==> src/rtl/shared_reg_arbiter.sv <==
// Round-robin arbiter granting four requesters exclusive, burst-limited write
// access to one shared W-bit register (q with its complement qbar).
module shared_reg_arbiter #(
  parameter int unsigned W         = 8,
  parameter int unsigned MAX_BURST = 4
) (
  input  logic           clk,
  input  logic           rst_n,
  input  logic [3:0]     req,
  input  logic [4*W-1:0] wdata,
  output logic [3:0]     gnt,
  output logic [1:0]     owner,
  output logic [W-1:0]   q,
  output logic [W-1:0]   qbar,
  output logic           wr_stb,
  output logic           busy
);

  localparam int unsigned CntW = $clog2(MAX_BURST) + 1;
  localparam logic [CntW-1:0] LastCnt = CntW'(MAX_BURST - 1);

  typedef enum logic [0:0] {StIdle, StActive} state_e;

  state_e          state_q, state_d;
  logic [1:0]      ptr_q, ptr_d;
  logic [CntW-1:0] bcnt_q, bcnt_d;
  logic [3:0]      gnt_q, gnt_d;
  logic [1:0]      owner_q, owner_d;
  logic [W-1:0]    data_q, data_d;
  logic            wr_stb_q, wr_stb_d;

  logic [1:0]      win;
  logic [W-1:0]    wslice;

  // Scan from the highest offset down so the set bit nearest ptr wins last.
  always_comb begin
    win = ptr_q;
    for (int i = 3; i >= 0; i--) begin
      if (req[ptr_q + 2'(i)]) win = ptr_q + 2'(i);
    end
  end

  assign wslice = wdata[owner_q*W +: W];

  always_comb begin
    state_d  = state_q;
    ptr_d    = ptr_q;
    bcnt_d   = bcnt_q;
    gnt_d    = gnt_q;
    owner_d  = owner_q;
    data_d   = data_q;
    wr_stb_d = 1'b0;
    unique case (state_q)
      StIdle: begin
        if (|req) begin
          gnt_d   = 4'b0001 << win;
          owner_d = win;
          bcnt_d  = '0;
          state_d = StActive;
        end
      end
      StActive: begin
        if (req[owner_q]) begin
          data_d   = wslice;
          wr_stb_d = 1'b1;
          bcnt_d   = bcnt_q + CntW'(1);
          if (bcnt_q == LastCnt) begin
            gnt_d   = '0;
            state_d = StIdle;
            ptr_d   = owner_q + 2'd1;
          end
        end else begin
          // Owner dropped its request: release, still rotating past it.
          gnt_d   = '0;
          state_d = StIdle;
          ptr_d   = owner_q + 2'd1;
        end
      end
      default: state_d = StIdle;
    endcase
  end

  always_ff @(posedge clk or negedge rst_n) begin
    if (!rst_n) begin
      state_q  <= StIdle;
      ptr_q    <= '0;
      bcnt_q   <= '0;
      gnt_q    <= '0;
      owner_q  <= '0;
      data_q   <= '0;
      wr_stb_q <= 1'b0;
    end else begin
      state_q  <= state_d;
      ptr_q    <= ptr_d;
      bcnt_q   <= bcnt_d;
      gnt_q    <= gnt_d;
      owner_q  <= owner_d;
      data_q   <= data_d;
      wr_stb_q <= wr_stb_d;
    end
  end

  assign gnt    = gnt_q;
  assign owner  = owner_q;
  assign q      = data_q;
  assign qbar   = ~data_q;
  assign wr_stb = wr_stb_q;
  assign busy   = (state_q == StActive);

endmodule

==> config.mk <==
export PLATFORM = sky130hd
export DESIGN_NAME = shared_reg_arbiter
export DESIGN_NICKNAME = d
export VERILOG_FILES = /design/src/rtl/shared_reg_arbiter.sv
export SDC_FILE = /design/constraint.sdc
export NUM_CORES = 1
export LEC_CHECK = 0
export BUFFER_PORTS_ARGS = -buffer_cell sky130_fd_sc_hd__buf_2
export CAP_MARGIN = 20
export CORE_MARGIN = 5
export CORE_UTILIZATION = 48
export CTS_CLUSTER_DIAMETER = 60
export DETAILED_ROUTE_END_ITERATION = 12
export GPL_ROUTABILITY_DRIVEN = 1
export PLACE_DENSITY_LB_ADDON = 0.1
export SLEW_MARGIN = 10
export SYNTH_ARGS = -nofsm -noshare
export SYNTH_HDL_FRONTEND = slang
export SYNTH_SLANG_ARGS = --single-unit
==> constraint.sdc <==
create_clock -name clk -period 2.5 [get_ports clk]
set_input_delay 0.5 -clock clk [delete_from_list [all_inputs] [get_ports clk]]
set_output_delay 0.5 -clock clk [all_outputs]
set_load 0.02 [all_outputs]
=== Yosys cells after proc, flatten, opt, wreduce, memory -nomap -nowiden ===
Index checks and enable logic that the tools add are counted.
Widths: inputs -> output; s select.

* Register bits after elaboration: 21
* Bits in read-only memories: 0
* Word-level logic and storage cells: 61
* RAM bits: 0
* Bits of input ports: 38
* Memories: 0
* Bits in latches: 0

* $add $sub $neg: 5
* Reduce and logical (&&, ||, !) cells: 6
* Shift-type cells: 2
* Equality and inequality tests: 5
* Multiplexer cells: 29
* Bitwise gates (word level): 2
* Divide/modulo/power cells: 0
* $lt $le $gt $ge: 5
* $mul: 0

{| class="wikitable"
|+ Operators by type and width
! operator !! count
|-
| $shiftx 32x6->8 || 1
|-
| $lt 2x3->1 const B || 5
|-
| $mux 2 || 6
|-
| $mux 4 || 3
|-
| $bmux 1 s2 || 5
|-
| $mux 1 || 10
|-
| $reduce_and 2->1 || 5
|-
| $not 8->8 || 1
|-
| $pmux 4 s2 || 1
|-
| $mux 3 || 2
|-
| $pmux 3 s2 || 1
|-
| $add 2x1->2 const B || 2
|-
| $add 2x2->2 const B || 2
|-
| $ne 2x1->1 const B || 2
|-
| $reduce_or 4->1 || 1
|-
| $shl 1x2->4 const A || 1
|-
| $add 3x1->3 const B || 1
|-
| $eq 3x2->1 const B || 1
|-
| $ne 3x2->1 const B || 1
|-
| $ne 2x2->1 const B || 1
|-
| $pmux 1 s2 || 1
|-
| $not 1->1 || 1
|}

=== Longest topological paths before layout ===
Gate-level depths: netlist of the first run.

* Depth in word-level cells: 10
* Gate-level depth with buffers: 6
* Depth with buffers taken out: 6

=== Least setup slack after synthesis of the first run ===
OpenSTA, ideal clock, no wires.

* Path type: register to register
* Start: reg owner_q[1], in the netlist owner[1]
* End: reg gnt_q[0], in the netlist gnt[0]
* Slack: 884 ps
* Cell stages (with the launch flop): 5
* Clock period less this slack: 1,616 ps
* Arrival time: 1,495 ps
* Setup time: 121 ps
* Required time: 2,379 ps
* Cell sequence: dfrtp_1 > mux4_2 > a21boi_4 > nor2_2 > a22o_1

* Word-level cells in the longest chain between the ends: 4
* Elaborated cells on any way between the ends: 6
* Classes of those cells: eq/ne: 1; mux: 4; reduce/logical: 1

{| class="wikitable"
|+ Ends and longest elaborated chain
! what !! RTL line !! text
|-
| start: declaration || 28 || <nowiki>logic [1:0] owner_q, owner_d;</nowiki>
|-
| start signal: assignment || 97 || <nowiki>owner_q <= owner_d;</nowiki>
|-
| $bmux 1 s2 (*) || 63 || <nowiki>if (req[owner_q]) begin</nowiki>
|-
| $mux 1 (not written as such) (*) || 63 ||
|-
| $mux 4 or $ne 3x2->1 (tied branches) || -- ||
|-
| $pmux 4 s2 or $reduce_and 2->1 (tied branches) || -- ||
|-
| end signal: assignment || 96 || <nowiki>gnt_q <= gnt_d;</nowiki>
|-
| end: declaration || 27 || <nowiki>logic [3:0] gnt_q, gnt_d;</nowiki>
|}

Mark *: on every way between the ends. The rest lies on a longest branch, timed or not. The select of a mux whose other input is x is not followed.
A chain may end at the register's enable or synchronous reset.

=== Final worst setup path of the first run ===
* Start: reg state_q, in the netlist busy
* End: out busy

{| class="wikitable"
|+ RTL lines
! what !! RTL line !! text
|-
| start: declaration || 24 || <nowiki>state_e state_q, state_d;</nowiki>
|-
| start signal: assignment || 85 || <nowiki>state_q <= StIdle;</nowiki>
|-
| start signal: assignment || 93 || <nowiki>state_q <= state_d;</nowiki>
|-
| end: declaration || 16 || <nowiki>output logic busy</nowiki>
|}

No word-level cell between the ends.

==> results.ini, run 1 <==
[synth]
synth_cells=108
synth_edf_count=0
ys.warnings.count=0
syn_area_sq_um=1210
synth_seq_area_share_pct=43.43
ys.flop_type=dfrtp_1
syn_area_per_cell_sq_um=11.20
syn_nets=148
synth.distinct_cells=33
synth-seq-cells=21
async_flop_share_pct=100.0

[clock_tree]
cts_resized=0
insertion_delay_ns=0.32
cts_setup_buffers=0
ctsHoldBuffers=0
root_buffer=clkbuf_4
clkTransAtPathRegs_ns=0.13
cts_tree=yes
htreeDepth=1
clkSinkCount=21
cts_made_buffers=3
cts.path.max_buffers=2

[placed_design]
hpwlAfterDp_um=2360
dpl.cell_count=196
port_buffers=61
gp_congestion=0.8565

[detailed_routing]
route.final.wire_length_um=2989
wire_per_inst_um=14.95
ant_nets=0
vias=1074
vias_per_cell=5.370
drc_errors=0
drtPass1Iterations=4
first_iter_violations=70

[floorplan]
start_util_pct=49.29
rows=18
dieArea_sq_um=3625
core-area_sq_um=2455
chipHeight_um=60.21
ios=62
die_x_um=60.21

[outcome]
status=complete, no violations

[timing]
finalHoldViolCount=0
rsz0062_at_grt=no
finalSetupViolations=0
worst-slew-pin-transition_ns=0.4908
relSlewSlack_pct=67.28
maxSlewViolCount=0
final.min_clock_period_ns=1.729
skew_ns=0.01274
timing.final.crit_share_pct=69.17
fmax_ghz=0.5783
finalSetupTns_ns=0

[final_layout]
drive_above_1_share_pct=52.94
fin_cells=200
nets=211
num_antenna_cells=0
area_growth_pct=29.58
fillers=208

[global_routing]
grt_max_degree=22
track_usage_pct=17.31
antenna_found_initial=0
grt-ovfl-total=0
grt_pass1_vias=1042
grt_pass1_wl_um=4616

[power]
switchingPower_mw=0.9969
p_int_mw=1.076
power.density_nw_per_um2=1322
netSwitchingFraction_pct=48.09
pwr-share-comb_pct=61.3
peakVddDrop_uv=721.9
seqPwrFrac_pct=30.4
pwr-share-clk_pct=8.3
p_leak_nw=0.7909

[setup_path]
path_buf_inv=1
cp.arrival_ns=1.23
cp-start-kind=register
max_stage_delay_ns=0.67
path_max_fanout=14
critPathTopFamily=flip-flops
slowest_stage=dfrtp_1
path_class=register to primary output
crit_required_ns=2.00
crit_chain=buf_2
endpoint_kind=primary output

[worst_hold_path]
min_path_type=primary input to asynchronous set/reset pin

[flow_run]
max_cap_viol_count=0

-- per-layer routing --
layer / global-route usage, % / wire [um]
met5: 0 / 0
met4: 6.962 / 25
met3: 3.024 / 218
met2: 28.55 / 1573
met1: 22.34 / 1172
-- cell type report --
cell class	count	area [sq um]	share of cell area, %
clock buffer	3	22.52	1.437
timing repair buffer	63	320.3	20.43
sequential	21	525.5	33.52
inverter	12	47.55	3.033
tap	30	37.54	2.394
multi-input combinational	70	609.3	38.87
clock inverter	1	5.005	0.3192
-- worst paths after layout --
check,end,slack [ns],depth (start not counted),from
setup reg to reg,gnt[2],0.81,4,owner[1]
setup / recovery,busy,0.77,1,busy
hold / removal,bcnt_q[1],0.11,1,rst_n
max in group asynchronous,q[2],2.06,1,rst_n
min in group clk,gnt[1],0.50,1,gnt[1]
hold reg to reg,gnt[1],0.50,1,gnt[1]
-- power by group through the flow --
stage	Combinational, mW	Sequential, mW	Clock (mW)
4_1_cts	1.29	0.634	0.180
2_1_floorplan	0.794	0.766	0
3_5_place_dp	1.29	0.642	0
6_report	1.27	0.630	0.172
5_1_grt	1.38	0.659	0.195
3_3_place_gp	1.26	0.637	0
-- cell usage in the layout, fill, tap and decap left out, types with 2 or more instances in the layout --
master,n
ha_1,2
mux4_2,9
nor2_1,5
clkbuf_4,3
o21ai_2,8
buf_4,2
o2bb2ai_1,2
buf_2,61
a21oi_1,3
inv_1,11
o22ai_1,2
a22o_1,2
nand2_1,5
o21ai_0,5
dfrtp_1,21
nand3_1,12
-- cell families after synthesis --
group | Yosys count | share of synthesized area, %
AO/OA/AOI/OAI | 28 | 17.89
XOR/XNOR | 1 | 0.7240
adder cells (fa/ha/maj) | 2 | 2.068
buffers and inverters | 17 | 6.205
flip-flops | 21 | 43.43
multiplexers | 9 | 16.75
AND/OR/NAND/NOR | 30 | 12.93
-- cells in the mapped netlist, drive strengths merged, types with 2 or more instances --
master	number	area [sq um]
o22ai	2	12.51
dfrtp	21	525.5
a21boi	2	26.28
nand2	6	30.03
buf	3	20.01
o21ai	13	95.09
ha	2	25.02
clkbuf	2	7.510
a22o	2	17.52
nor2	6	25.03
o2bb2ai	2	17.52
nand3	12	60.06
a21oi	3	15.01
inv	12	47.55
mux4	9	202.7
-- sequential cells by signal, indices dropped and copies added, names as in the netlist --
register and flops:
ptr_q 2, q 8, wr_stb 1, owner 2, bcnt_q 3, busy 1
gnt 4
-- through the flow --
stage	util, %	worst slack [ns]	power, mW	hold slack [ns]	instance area [sq um]
after floorplan	-	0.8840	1.560	0.2044	1210
after global placement	62.74	0.6022	1.899	0.4697	1540
after detailed placement	62.74	0.5626	1.927	0.4747	1540
after CTS	63.86	0.7359	2.104	0.1242	1568
after global routing	63.86	0.6526	2.239	0.1386	1568
final	63.86	0.7708	2.073	0.1141	1568
No activity file was read; power rests on OpenSTA's default activity.
==> run 2: changes to the inputs <==
--- a/config.mk
+++ b/config.mk
@@ -8,7 +8,7 @@
 export BUFFER_PORTS_ARGS = -buffer_cell sky130_fd_sc_hd__buf_2
 export CAP_MARGIN = 20
 export CORE_MARGIN = 5
-export CORE_UTILIZATION = 48
+export CORE_UTILIZATION = 40
 export CTS_CLUSTER_DIAMETER = 60
 export DETAILED_ROUTE_END_ITERATION = 12
 export GPL_ROUTABILITY_DRIVEN = 1
==> constraint.sdc (replaced) <==
create_clock -name clk -period 1.5 [get_ports clk]
set_input_delay 0.3 -clock clk [delete_from_list [all_inputs] [get_ports clk]]
set_output_delay 0.3 -clock clk [all_outputs]
set_load 0.02 [all_outputs]
==> results.ini, run 2 (synthesis gave the netlist of run 1 again) <==
[setup_path]
max_stage_delay_ns=0.60  ; -0.07 ns
path_max_fanout=4  ; -10
critPathTopFamily=multiplexers
cp-start-kind=register
crit_chain=mux4_2 > a21boi_4 > nor2_2 > a22o_1
rr_worst_depth=4  ; unchanged
crit_required_ns=1.71  ; -0.29 ns
cp.arrival_ns=1.74  ; +0.51 ns
path_class=register to register
path_buf_inv=0  ; -1
endpoint_kind=register
path_depth=4  ; +3
slowest_stage=mux4_2

[final_layout]
largest_reg_flops=8  ; unchanged
final_cell_mix=buf_2, dfrtp_1, nand3_1
drive_above_1_share_pct=56.35  ; +3.4 points
fin_cells=214  ; +7.0%
fin_util_pct=56.26  ; -7.6 points
final_area_sq_um=1675  ; +6.9%
num_antenna_cells=0  ; unchanged
fillers=275  ; +32%
area_growth_pct=38.47
final_common_cell=buf_2
nets=222  ; +5.2%

[global_routing]
antenna_found_initial=0  ; unchanged
grt_pass1_vias=1200  ; +15%
grt_max_degree=22  ; unchanged
grt-ovfl-total=0  ; unchanged
grt_pass1_wl_um=5409  ; +17%
track_usage_pct=16.25  ; -1.1 points

[timing]
maxSlewViolCount=0  ; unchanged
rsz0062_at_grt=yes
timing.final.crit_share_pct=101.9
setup_slack_ns=-0.02819  ; -0.7990 ns
final.min_clock_period_ns=1.528
finalSetupTns_ns=-0.07347  ; -0.07347 ns
fmax_ghz=0.6544
skew_ns=0.005197  ; -0.007540 ns
worst-slew-pin-transition_ns=0.4745  ; -0.01632 ns
finalHoldViolCount=0  ; unchanged
relSlewSlack_pct=68.37  ; +1.1 points
finalSetupViolations=4  ; +4

[power]
power_mw=3.646  ; +76%
power.density_nw_per_um2=2176  ; +65%
peakVddDrop_uv=1179  ; +63%
p_leak_nw=0.8460  ; +7.0%

[floorplan]
chipHeight_um=65.00  ; +8.0%
die_x_um=65.00  ; +8.0%
core-area_sq_um=2978  ; +21%
dieArea_sq_um=4224  ; +17%
ios=62  ; unchanged
rows=20  ; +2
start_util_pct=40.63  ; -8.7 points

[clock_tree]
cts.path.max_buffers=2  ; unchanged
clkTransAtPathRegs_ns=0.13  ; about the same
cts_tree=yes
insertion_delay_ns=0.31  ; about the same
root_buffer=clkbuf_4
cts_made_buffers=3  ; unchanged
cts_setup_buffers=0  ; unchanged
htreeDepth=1  ; unchanged
clkSinkCount=21  ; unchanged

[outcome]
status=complete, but fails checks
violations=negative setup slack

[detailed_routing]
drc_errors=0  ; unchanged
drtPass1Iterations=4  ; unchanged
vias=1162  ; +8.2%
first_iter_violations=47  ; -33%
wire_per_inst_um=15.38  ; +2.9%
ant_nets=0  ; unchanged
route.final.wire_length_um=3291  ; +10%
vias_per_cell=5.430  ; +1.1%

[worst_hold_path]
min_delay_path_depth=4
min_path_type=primary input to register

[placed_design]
placed_area_sq_um=1634  ; +6.1%
dpl.cell_count=209  ; +6.6%
hpwlAfterDp_um=2650  ; +12%
port_buffers=61  ; unchanged
gp_congestion=0.8557  ; about the same

[flow_run]
max_cap_viol_count=0  ; unchanged

-- run 2: where the power goes --
part	leakage (nW)	internal, mW	switching, mW	total, mW
Clock	0.0177	0.0996	0.183	0.283
Combinational	0.569	0.995	1.34	2.34
Sequential	0.259	0.844	0.182	1.03
-- run 2: tightest hold or removal path, stage by stage --
cell and delay, ns:
buf_2 0.07, mux4_2 0.22, nand3_1 0.08, o21ai_2 0.06
-- run 2: worst paths after layout --
check / from / endpoint / slack [ns]
worst max register to register: owner[1] / gnt[2] / -0.03
worst min-delay path: wdata[16] / q[0] / 0.44
max in group asynchronous: rst_n / owner[0] / 0.70
min in group asynchronous: rst_n / q[0] / 0.46
worst min register to register: gnt[3] / gnt[3] / 0.51
worst max-delay path: owner[1] / gnt[2] / -0.03
-- run 2: cell type report --
| class | count | area (sq um) | area share, % |
|---|---|---|---|
| multi-input cells | 70 | 609.3 | 36.37 |
| well taps | 33 | 41.29 | 2.465 |
| flip-flops and latches | 21 | 528.0 | 31.52 |
| inverters | 12 | 47.55 | 2.838 |
| clock buffers | 3 | 22.52 | 1.344 |
| clock inverters | 1 | 5.005 | 0.2987 |
| repair buffers | 74 | 421.7 | 25.17 |
-- run 2: per-stage QoR --
step           setup WS (ns)  hold WS, ns
2_1_floorplan       -0.02819     0.004409
3_3_place_gp        0.006883       0.2783
3_5_place_dp        -0.02442       0.2901
4_1_cts             -0.02667       0.4358
5_1_grt             -0.08619       0.4398
6_report            -0.02819       0.4428
-- run 2: timing repair --
item	in CTS	in global routing
gates resized for setup	0	1
pin swaps	0	0
setup endpoints to repair	4	9
hold endpoints to repair	21	0
hold buffers	1	0
-- run 2: layer usage --
| metal | share of wire [%] | vias to the layer above | wire length [um] | GRT usage, % |
|---|---|---|---|---|
| li1 | - | 536 | - | - |
| met1 | 40 | 572 | 1315 | 18.81 |
| met2 | 50 | 50 | 1652 | 29.89 |
| met3 | 8.7 | 4 | 287 | 4.159 |
| met4 | 1.1 | 0 | 36 | 3.430 |
| met5 | 0 | - | 0 | 0 |
==> run 3: changes to the inputs <==
--- a/config.mk
+++ b/config.mk
@@ -5,10 +5,11 @@
 export SDC_FILE = /design/constraint.sdc
 export NUM_CORES = 1
 export LEC_CHECK = 0
+export ABC_AREA = 1
 export BUFFER_PORTS_ARGS = -buffer_cell sky130_fd_sc_hd__buf_2
 export CAP_MARGIN = 20
 export CORE_MARGIN = 5
-export CORE_UTILIZATION = 40
+export CORE_UTILIZATION = 42
 export CTS_CLUSTER_DIAMETER = 60
 export DETAILED_ROUTE_END_ITERATION = 12
 export GPL_ROUTABILITY_DRIVEN = 1
==> results.ini, run 3 <==
[outcome]
status=complete, but fails checks
violations=negative setup slack

[setup_path]
path_buf_inv=1  ; +1
critPathTopFamily=simple AND/OR/NAND/NOR gates
path_class=register to register
endpoint_kind=register
crit_end=gnt[1]
crit_required_ns=1.75  ; +0.04 ns
cpMostUsedCell=nand2_1
rr_worst_depth=10  ; +6
regToRegEndpoint=gnt[1]
reg2reg_slack_ns=-0.02  ; about the same
path_max_fanout=5  ; +1
r2r_start=ptr_q[0]
cp-start-kind=register
slowest_stage=dfrtp_2
crit_chain=buf_6 > nand2_1 > nand2_2 > nand2_1 > nand2_2 > nor2_2 > nand2_1 > nand3_2 > nand4_1 > nand2_1
crit_start=ptr_q[0]
max_stage_delay_ns=0.50  ; -0.10 ns
cp.arrival_ns=1.77  ; +0.03 ns
path_depth=10  ; +6

[synth]
synth.distinct_cells=22  ; -33%
synth_seq_area_share_pct=38.29  ; -5.1 points
synth_top_area_cell=dfrtp_1
ys.flop_type=dfrtp_1
netlist.area_leader.share_pct=38.29  ; -5.1 points
synth_common_cells=nand2_1, o21ai_0, dfrtp_1
synthTopCellsByArea=dfrtp_1, nand2_1, o21ai_0, nor2_1, nand2_2
async_flop_share_pct=100.0  ; unchanged
synth-seq-cells=21  ; unchanged
syn_area_sq_um=1373  ; +13%
synth_edf_count=0  ; unchanged
yosysMostFrequentCell=nand2_1
syn_nets=235  ; +59%
ys.warnings.count=0  ; unchanged
syn_area_per_cell_sq_um=7.039  ; -37%
synth_cells=195  ; +81%

[final_layout]
final_common_cell=buf_2
fin_cells=315  ; +47%
area_growth_pct=40.84
fin_util_pct=62.30  ; +6.0 points
largest_reg_flops=8  ; unchanged
multiInputGateArea_sq_um=769.5  ; +26%
final_area_sq_um=1933  ; +15%
final_cell_mix=buf_2, nand2_1, o21ai_0
drive_above_1_share_pct=45.02  ; -11 points
num_antenna_cells=0  ; unchanged
fillers=321  ; +17%
ff_latch_area_sq_um=529.3  ; +0.24%
nets=312  ; +41%

[power]
peakVddDrop_uv=1083  ; -8.2%
pwr-share-clk_pct=6.1  ; -1.7 points
seqPwrFrac_pct=22.6  ; -5.5 points
netSwitchingFraction_pct=52.60  ; +5.8 points
switchingPower_mw=2.406  ; +41%
power.density_nw_per_um2=2366  ; +8.7%
pwr-share-comb_pct=71.3  ; +7.2 points
p_int_mw=2.168  ; +12%
power_mw=4.573  ; +25%
p_leak_nw=1.042  ; +23%

[placed_design]
port_buffers=61  ; unchanged
dpl.cell_count=305  ; +46%
place_worst_setup_slack_ns=-0.02843  ; -0.004009 ns
placed_area_sq_um=1774  ; +8.6%
gp_congestion=0.9053  ; +5.8%
hpwlAfterDp_um=2934  ; +11%

[timing]
hold_slack_ns=0.3538  ; -0.08893 ns
final.min_clock_period_ns=1.518  ; -0.01064 ns
worst-slew-pin-transition_ns=0.4823  ; +0.007816 ns
finalHoldViolCount=0  ; unchanged
finalSetupTns_ns=-0.02092  ; +0.05255 ns
fmax_ghz=0.6590  ; +0.70%
setup_slack_ns=-0.01755  ; +0.01064 ns
timing.final.crit_share_pct=101.2  ; -0.71 points
skew_ns=0.005681  ; +0.0004847 ns
relSlewSlack_pct=67.85  ; -0.52 points
rsz0062_at_grt=yes
maxSlewViolCount=0  ; unchanged
finalSetupViolations=2  ; -2

[global_routing]
grt_pass1_vias=1374  ; +14%
grt_pass1_wl_um=5885  ; +8.8%
track_usage_pct=16.98  ; +0.73 points
antenna_found_initial=0  ; unchanged
grt-ovfl-total=0  ; unchanged
grt_max_degree=22  ; unchanged

[clock_tree]
root_buffer=clkbuf_4
cts_tree=yes
htreeDepth=1  ; unchanged
clkSinkCount=21  ; unchanged
insertion_delay_ns=0.30  ; about the same
clkTransAtPathRegs_ns=0.13  ; about the same
cts.path.max_buffers=2  ; unchanged
cts_made_buffers=3  ; unchanged

[floorplan]
die_x_um=67.17  ; +3.3%
ios=62  ; unchanged
core-area_sq_um=3103  ; +4.2%
dieArea_sq_um=4511  ; +6.8%
start_util_pct=44.23  ; +3.6 points
chipHeight_um=67.17  ; +3.3%
rows=20  ; unchanged

[detailed_routing]
first_iter_violations=75  ; +60%
drtPass1Iterations=4  ; unchanged
route.final.wire_length_um=3944  ; +20%
vias_per_cell=4.816  ; -11%
wire_per_inst_um=12.52  ; -19%
vias=1517  ; +31%
ant_nets=0  ; unchanged
drc_errors=0  ; unchanged

[worst_hold_path]
min_path_type=primary input to register

[flow_run]
max_cap_viol_count=0  ; unchanged

-- run 3: cell families (layout without fill, tap and decap cells) --
group | after synthesis | count (layout) | synth area share (%)
AO/OA/AOI/OAI | 46 | 46 | 18.14
adder cells (fa/ha/maj) | 2 | 2 | 1.823
buffers and inverters | 31 | 107 | 10.66
flip-flops | 21 | 21 | 38.29
AND/OR/NAND/NOR | 95 | 95 | 31.08
-- run 3: area by class of cell --
class	instances	area share (%)
clock buffers	3	1.165
well taps	44	2.848
clock inverters	1	0.2589
multi-input cells	143	39.81
inverters	24	5.049
repair buffers	79	23.50
flip-flops and latches	21	27.38
-- run 3: routing by layer --
metal	GRT usage, %	share of wire [%]	up-vias
li1	-	-	782
met1	22.69	43	672
met2	27.36	48	59
met3	3.993	8.4	4
met4	4.810	1.1	0
met5	0	0	-
-- run 3: worst reg2reg max path, delay by kind of cell, from the launching register on --
family | cells | cell delay, ns
flip-flops | 1 | 0.50
AND/OR/NAND/NOR | 9 | 0.81
buffers and inverters | 1 | 0.16
-- run 3: how the worst min path moves through the flow --
stage	startpoint	to	cells past startpoint
2_1_floorplan	rst_n	bcnt_q[0]	0
3_3_place_gp	rst_n	q[1]	1
3_5_place_dp	rst_n	q[1]	1
4_1_cts	wdata[2]	q[2]	5
5_1_grt	wdata[2]	q[2]	5
6_report	wdata[3]	q[3]	5
-- run 3: power groups by stage --
stage	registers [mW]	logic, mW	clock network, mW
4_1_cts	1.06	2.84	0.293
3_3_place_gp	1.06	2.81	0
3_5_place_dp	1.06	2.84	0
2_1_floorplan	1.21	1.86	0
5_1_grt	1.07	3.63	0.318
6_report	1.03	3.26	0.279
-- run 3: timing repair --
action | 4_1_cts | 5_1_grt
gates resized for setup | 1 | 24
hold endpoints to repair | 21 | 0
endpoints found under the setup margin | 5 | 16
setup buffers | 0 | 5
hold buffers | 1 | 0
pin swaps | 0 | 6
